**config.mk**
```make
export PLATFORM = sky130hd
export DESIGN_NAME = uart_tx_arb
export DESIGN_NICKNAME = d
export VERILOG_FILES = /design/src/rtl/uart_tx_arb.sv
export SDC_FILE = /design/constraint.sdc
export NUM_CORES = 1
export LEC_CHECK = 0
export BUFFER_PORTS_ARGS = -buffer_cell sky130_fd_sc_hd__buf_2
export CAP_MARGIN = 10
export CELL_PAD_IN_SITES_DETAIL_PLACEMENT = 0
export CELL_PAD_IN_SITES_GLOBAL_PLACEMENT = 1
export CORE_ASPECT_RATIO = 1.2
export CORE_MARGIN = 1
export CORE_UTILIZATION = 40
export CTS_CLUSTER_SIZE = 30
export DETAILED_ROUTE_END_ITERATION = 8
export HOLD_SLACK_MARGIN = 0.12
export MAX_ROUTING_LAYER = met4
export PLACE_DENSITY_LB_ADDON = 0.05
export SLEW_MARGIN = 20
export SYNTH_ARGS = -nofsm -noshare
export SYNTH_HDL_FRONTEND = slang
export SYNTH_SLANG_ARGS = --single-unit
```
**constraint.sdc**
```tcl
create_clock -name clk -period 5.3 [get_ports clk]
set_input_delay 1.06 -clock clk [delete_from_list [all_inputs] [get_ports clk]]
set_output_delay 1.06 -clock clk [all_outputs]
set_load 0.02 [all_outputs]
```
**src/rtl/uart_tx_arb.sv**
```systemverilog
// rtl/uart_tx_arb.sv - round-robin arbiter sharing one 8N1 UART transmit line among NUM_REQ byte sources
// Define UART_TX_PARITY_EN to insert an even-parity bit between data and stop.
module uart_tx_arb #(
  parameter int CLK_FREQ  = 50_000_000,
  parameter int BAUD_RATE = 9600,
  parameter int NUM_REQ   = 4
) (
  input  logic                       clk,
  input  logic                       rst,
  input  logic [NUM_REQ-1:0]         req,
  input  logic [8*NUM_REQ-1:0]       data,
  output logic [NUM_REQ-1:0]         grant,
  output logic [$clog2(NUM_REQ)-1:0] owner,
  output logic                       busy,
  output logic                       txd
);

  localparam int BIT_DIV = CLK_FREQ / BAUD_RATE;
  localparam int CW      = $clog2(BIT_DIV);
  localparam int OW      = $clog2(NUM_REQ);

  typedef enum logic [2:0] {IDLE, START, DATA, PARITY, STOP} state_t;

  state_t             state_q;
  logic [CW-1:0]      cnt_q, cnt_d;
  logic [2:0]         idx_q;
  logic [7:0]         byte_q;
  logic [OW-1:0]      last_q, owner_q, sel_d;
  logic [NUM_REQ-1:0] grant_q;
  logic               busy_q, txd_q;
  logic               found, bit_end;
  int                 scan;

  // Scan from the requester after the last grant, wrapping, so every source waits at most NUM_REQ-1 frames.
  always_comb begin
    sel_d = last_q;
    found = 1'b0;
    scan  = 0;
    for (int i = 1; i <= NUM_REQ; i++) begin
      scan = (int'(last_q) + i) % NUM_REQ;
      if (!found && req[OW'(scan)]) begin
        found = 1'b1;
        sel_d = OW'(scan);
      end
    end
  end

  always_comb begin
    bit_end = (cnt_q == CW'(BIT_DIV - 1));
    cnt_d   = bit_end ? '0 : cnt_q + 1'b1;
  end

  always_ff @(posedge clk or posedge rst) begin
    if (rst) begin
      state_q <= IDLE;
      cnt_q   <= '0;
      idx_q   <= '0;
      byte_q  <= '0;
      last_q  <= OW'(NUM_REQ - 1);
      owner_q <= '0;
      grant_q <= '0;
      busy_q  <= 1'b0;
      txd_q   <= 1'b1;
    end else begin
      grant_q <= '0;
      case (state_q)
        IDLE: begin
          if (found) begin
            byte_q  <= data[{sel_d, 3'b000} +: 8];
            owner_q <= sel_d;
            last_q  <= sel_d;
            grant_q <= NUM_REQ'(1) << sel_d;
            busy_q  <= 1'b1;
            txd_q   <= 1'b0;
            cnt_q   <= '0;
            idx_q   <= '0;
            state_q <= START;
          end
        end
        START: begin
          cnt_q <= cnt_d;
          if (bit_end) begin
            txd_q   <= byte_q[0];
            state_q <= DATA;
          end
        end
        DATA: begin
          cnt_q <= cnt_d;
          if (bit_end) begin
            if (idx_q == 3'd7) begin
`ifdef UART_TX_PARITY_EN
              txd_q   <= ^byte_q;
              state_q <= PARITY;
`else
              txd_q   <= 1'b1;
              state_q <= STOP;
`endif
            end else begin
              idx_q <= idx_q + 3'd1;
              txd_q <= byte_q[idx_q + 3'd1];
            end
          end
        end
        PARITY: begin
          cnt_q <= cnt_d;
          if (bit_end) begin
            txd_q   <= 1'b1;
            state_q <= STOP;
          end
        end
        STOP: begin
          cnt_q <= cnt_d;
          // Returning through IDLE for one cycle gives the mandatory gap between frames.
          if (bit_end) begin
            busy_q  <= 1'b0;
            state_q <= IDLE;
          end
        end
        default: state_q <= IDLE;
      endcase
    end
  end

  assign grant = grant_q;
  assign owner = owner_q;
  assign busy  = busy_q;
  assign txd   = txd_q;

endmodule

```
After elaboration in Yosys (flattened, before gate mapping)
Cells that the tools add are included.

Bits in registers: 37. Bits of input ports: 38. Output and inout port bits: 8. Word-level logic and storage cells: 100.

Add/sub/neg operators: 6. $lt $le $gt $ge: 5. Eq/ne operators: 13. Shift operators: 2. Mux-type cells: 47. Reductions and logical operators: 18.

Operators with widths (number): $shiftx 32x6->8 (1); $mux 3 (9); $mux 13 (2); $pmux 13 s2 (1); $mux 1 (20); $lt 2x4->1 const B (4); $pmux 3 s5 (1); $ne 2x2->1 const B (7); $add 13x1->13 const B (1); $eq 13x13->1 const B (1); $bmux 1 s2 (4); $mux 2 (4); $mux 4 (2); $eq 3x2->1 const B (2); $eq 3x3->1 const B (2); $pmux 3 s2 (1); $reduce_and 6->1 (1); $reduce_bool 2->1 (3); $reduce_and 5->1 (1); $add 2x1->2 const B (2); $add 2x2->2 const B (2); $lt 3x4->1 const B (1); $pmux 1 s4 (1); $reduce_and 2->1 (2); 12 further kinds (16).

Longest topological paths before layout
Depth after elaboration: 17. Depth in mapped cells: 8. Gate-level depth less buffers: 7.

Least setup slack after synthesis
No wires, ideal clock.

Kind: input to register. From: input req[2]. To: register byte_q[3]. Library setup time: 0.146 ns. Arrival: 2.349 ns. Required time: 5.154 ns. Setup slack: 2.805 ns. Stages: 7. Buffers on the path: 2. Path through: or4_1 nand2b_1 buf_2 a21oi_2 buf_2 a21bo_2 o311ai_0.

Longest elaborated chain between the ends: 14. Elaborated cells on any way between the ends: 28. Classes of those cells: shift: 1; mux: 20; reduce/logical: 7.

Ends and longest elaborated chain: start, declared (line 10) `input logic [NUM_REQ-1:0] req,`; $bmux 1 s2 (line 41) `if (!found && req[OW'(scan)]) begin`; $mux 1 (implied by the code) (2 in a row) (line 41); $mux 1 (line 41); $logic_not 1->1 (line 41); $logic_and 1x1->1 (line 41); $mux 1 (line 41); $logic_not 1->1 (line 41); $logic_and 1x1->1 (line 41); $mux 1 (line 41); $logic_not 1->1 (line 41); $logic_and 1x1->1 (line 41); $mux 2 / $mux 1 (equally long branches) (line 41); $shiftx 32x6->8 / $reduce_and 2->1 (equally long branches); end signal, assigned (line 69) `byte_q <= data[{sel_d, 3'b000} +: 8];`; end, declared (line 27) `logic [7:0] byte_q;`.

Several ways; a longest one is shown, not always the timed one. The select of a mux whose other input is x is not followed. A chain may end at the register's enable or synchronous reset.

Final worst setup path
From: input req[2]. To: register byte_q[5].

Same word-level chain as after synthesis.

==> impl_metrics.json <==
{
  "rsz0062_at_grt": "false",
  "min_path_type": "flip-flop to flip-flop",
  "vias": 1929,
  "post-route-period-util_pct": 55.04,
  "min_period_ps": 2917,
  "required_ps": 5420,
  "clock_latency_ps": 290,
  "pin_count": 46,
  "yosys_warnings": 0,
  "regArea_sq_um": 929.6,
  "endpoint_kind": "flip-flop",
  "finalPower_uw": 647.1,
  "synth-edff-count": 0,
  "post_cts_resize_count": 0,
  "die_h_um": 84.68,
  "start_util_pct": 42.43,
  "ant_nets": 0,
  "path_max_fanout": 26,
  "drt-pass1-iter-count": 4,
  "relSlewSlack_pct": 33.50,
  "cts_hold_buffers": 0,
  "max_cap_violations": 0,
  "ir_drop_mv": 0.1090,
  "final_common_cell": "buf_2",
  "drtIter0Drc": 56,
  "portBuffers": 45,
  "worst_pin_slew_ps": 990.8,
  "hold_viol_final": 0,
  "ys_ff_latch": 37,
  "synth_cell_types": 47,
  "die_area_sq_mm": 0.006003,
  "cts_num_sinks": 37,
  "antenna_found_initial": 0,
  "synth_seq_area_share_pct": 40.80,
  "grt_pass1_wl_um": 9315,
  "leakagePower_nw": 1.222,
  "fmax_mhz": 342.8,
  "cts_root_buf": "clkbuf_8",
  "tritoncts": "done",
  "drt-total-wl_um": 5278,
  "grt_max_degree": 38,
  "slew_violations": 0,
  "most-common-layout-cells": "buf_2 (45), dfrtp_1 (34), nand2_1 (29)",
  "finClkSkew_ps": 5.990,
  "synth_area_sq_mm": 0.002278,
  "path_class": "input port to flip-flop",
  "syn_area_per_cell_sq_um": 9.187,
  "grt_pass1_vias": 2007,
  "row_count": 29,
  "synth_flop_cell": "dfrtp_1",
  "routed_via_density": 5.511,
  "track_usage_pct": 20.49,
  "insertedDiodeCount": 0,
  "drive_above_1_share_pct": 25.00,
  "htree_levels": 2,
  "outcome": "complete, no violations",
  "cts_buffer_depth": 2,
  "worstPathArrival_ps": 3040,
  "synth_cells": 248,
  "die_w_um": 70.90,
  "drc": 0,
  "cts_buffers": 5,
  "tns_ps": 0,
  "dpl_worst_slack_ps": 2034,
  "final_net_count": 328,
  "synth.net_count": 289,
  "multi_input_area_sq_mm": 0.001251,
  "final.setup.worst_slack_ps": 2383,
  "setup_violations": 0,
  "dp_hpwl_um": 4020,
  "syn2layout_area_growth_pct": 16.20,
  "num-fill-cells": 509,
  "async_reset_ff_share_pct": 100.0,
  "gp_congestion": 0.8033,
  "cts_setup_buffers": 0,
  "start_kind": "input port",
  "wl_per_cell_um": 15.08,
  "core-area_sq_mm": 0.005370,
  "clkTransAtPathRegs_ps": 70,
  "power.density_mw_per_mm2": 244.4,
  "grt_overflow": 0
}
==> synthesized netlist by cell type, drive strengths merged, types with 2 or more instances <==
cell    number  area (sq um)
dfrtp       34         850.8
nand2       29         108.9
o21ai       17         85.08
mux2i       14         140.1
a21oi       13         72.57
nor2        13         48.80
nand3       11         55.05
nand4       10         62.56
buf          9         56.30
nor3         9         67.56
a21bo        8         80.08
o311ai       8         70.06
o31ai        8         60.06
inv          6         22.52
and2         5         31.28
clkbuf       5         18.77
nand2b       5         31.28
a21o         4         30.03
a22o         4         35.03
nor2b        4         25.02
dfstp        3         78.83
ha           3         37.54
nor3b        3         22.52
o21bai       3         22.52
and3         2         12.51
nand3b       2         15.01
o22ai        2         12.51
or3          2         13.77
or4          2         18.77
==> report_power, final <==
group	switching (mW)	leakage, nW	internal (mW)
logic	0.0351	0.729	0.0283
registers	0.00424	0.424	0.289
clock network	0.103	0.0681	0.187
==> state kept, by name (all words and copies together), names as in the netlist <==
name and flops:
idx_q 3, owner 2, last_q 2, grant 4, busy 1, byte_q 8
txd 1, cnt_q 13, state_q 3
==> metal layers <==
layer	part of all wire (%)	GRT usage (%)	routed length, um	up-vias
li1	-	-	-	998
met1	43	22.53	2265	875
met2	51	35.23	2678	43
met3	3.4	4.082	180	13
met4	2.9	9.818	154	0
met5	0	-	0	-
==> layout make-up <==
class	count	share of cell area [%]
multi-input combinational	191	47.26
sequential	37	35.11
timing repair buffer	46	8.790
tap	62	2.930
clock buffer	5	2.599
clock inverter	3	2.457
inverter	6	0.8507
==> metrics by stage <==
step	hold slack (ps)	cells	cell area (sq um)	util, %
2_1_floorplan	450.8	248	2278	-
3_3_place_gp	469.4	342	2514	46.81
3_5_place_dp	467.1	342	2514	46.81
4_1_cts	485.7	350	2648	49.30
5_1_grt	496.9	350	2648	49.30
6_report	479.1	350	2648	49.30
==> kinds of logic (layout without fill, tap and decap cells) <==
family                     after synthesis  in the layout  synth area share [%]
AOI/OAI and AO/OA                       72             72                 22.19
and+or+nand+nor                        101            101                 23.94
adders and majority gates                3              3                 1.648
buffers and inverters                   20             60                 4.283
muxes                                   15             15                 7.139
DFF                                     37             37                 40.80
==> critical path, stage by stage <==
cell and delay [ps]:
buf_2 110, or4_1 610, nand2b_1 680, a21oi_2 190, a21bo_2 260, o311ai_0 110
==> path summary, 6_finish.rpt <==
check | startpoint | endpoint | slack (ps) | cells after the start
worst max-delay path | req[2] | byte_q[5] | 2380 | 6
worst min-delay path | owner[1] | owner[1] | 480 | 1
worst max register to register | state_q[2] | byte_q[5] | 2710 | 5
worst min register to register | owner[1] | owner[1] | 480 | 1
max in group asynchronous | rst | txd | 4080 | 3
min in group asynchronous | rst | owner[0] | 860 | 3
(Power assumes the default switching activity.)
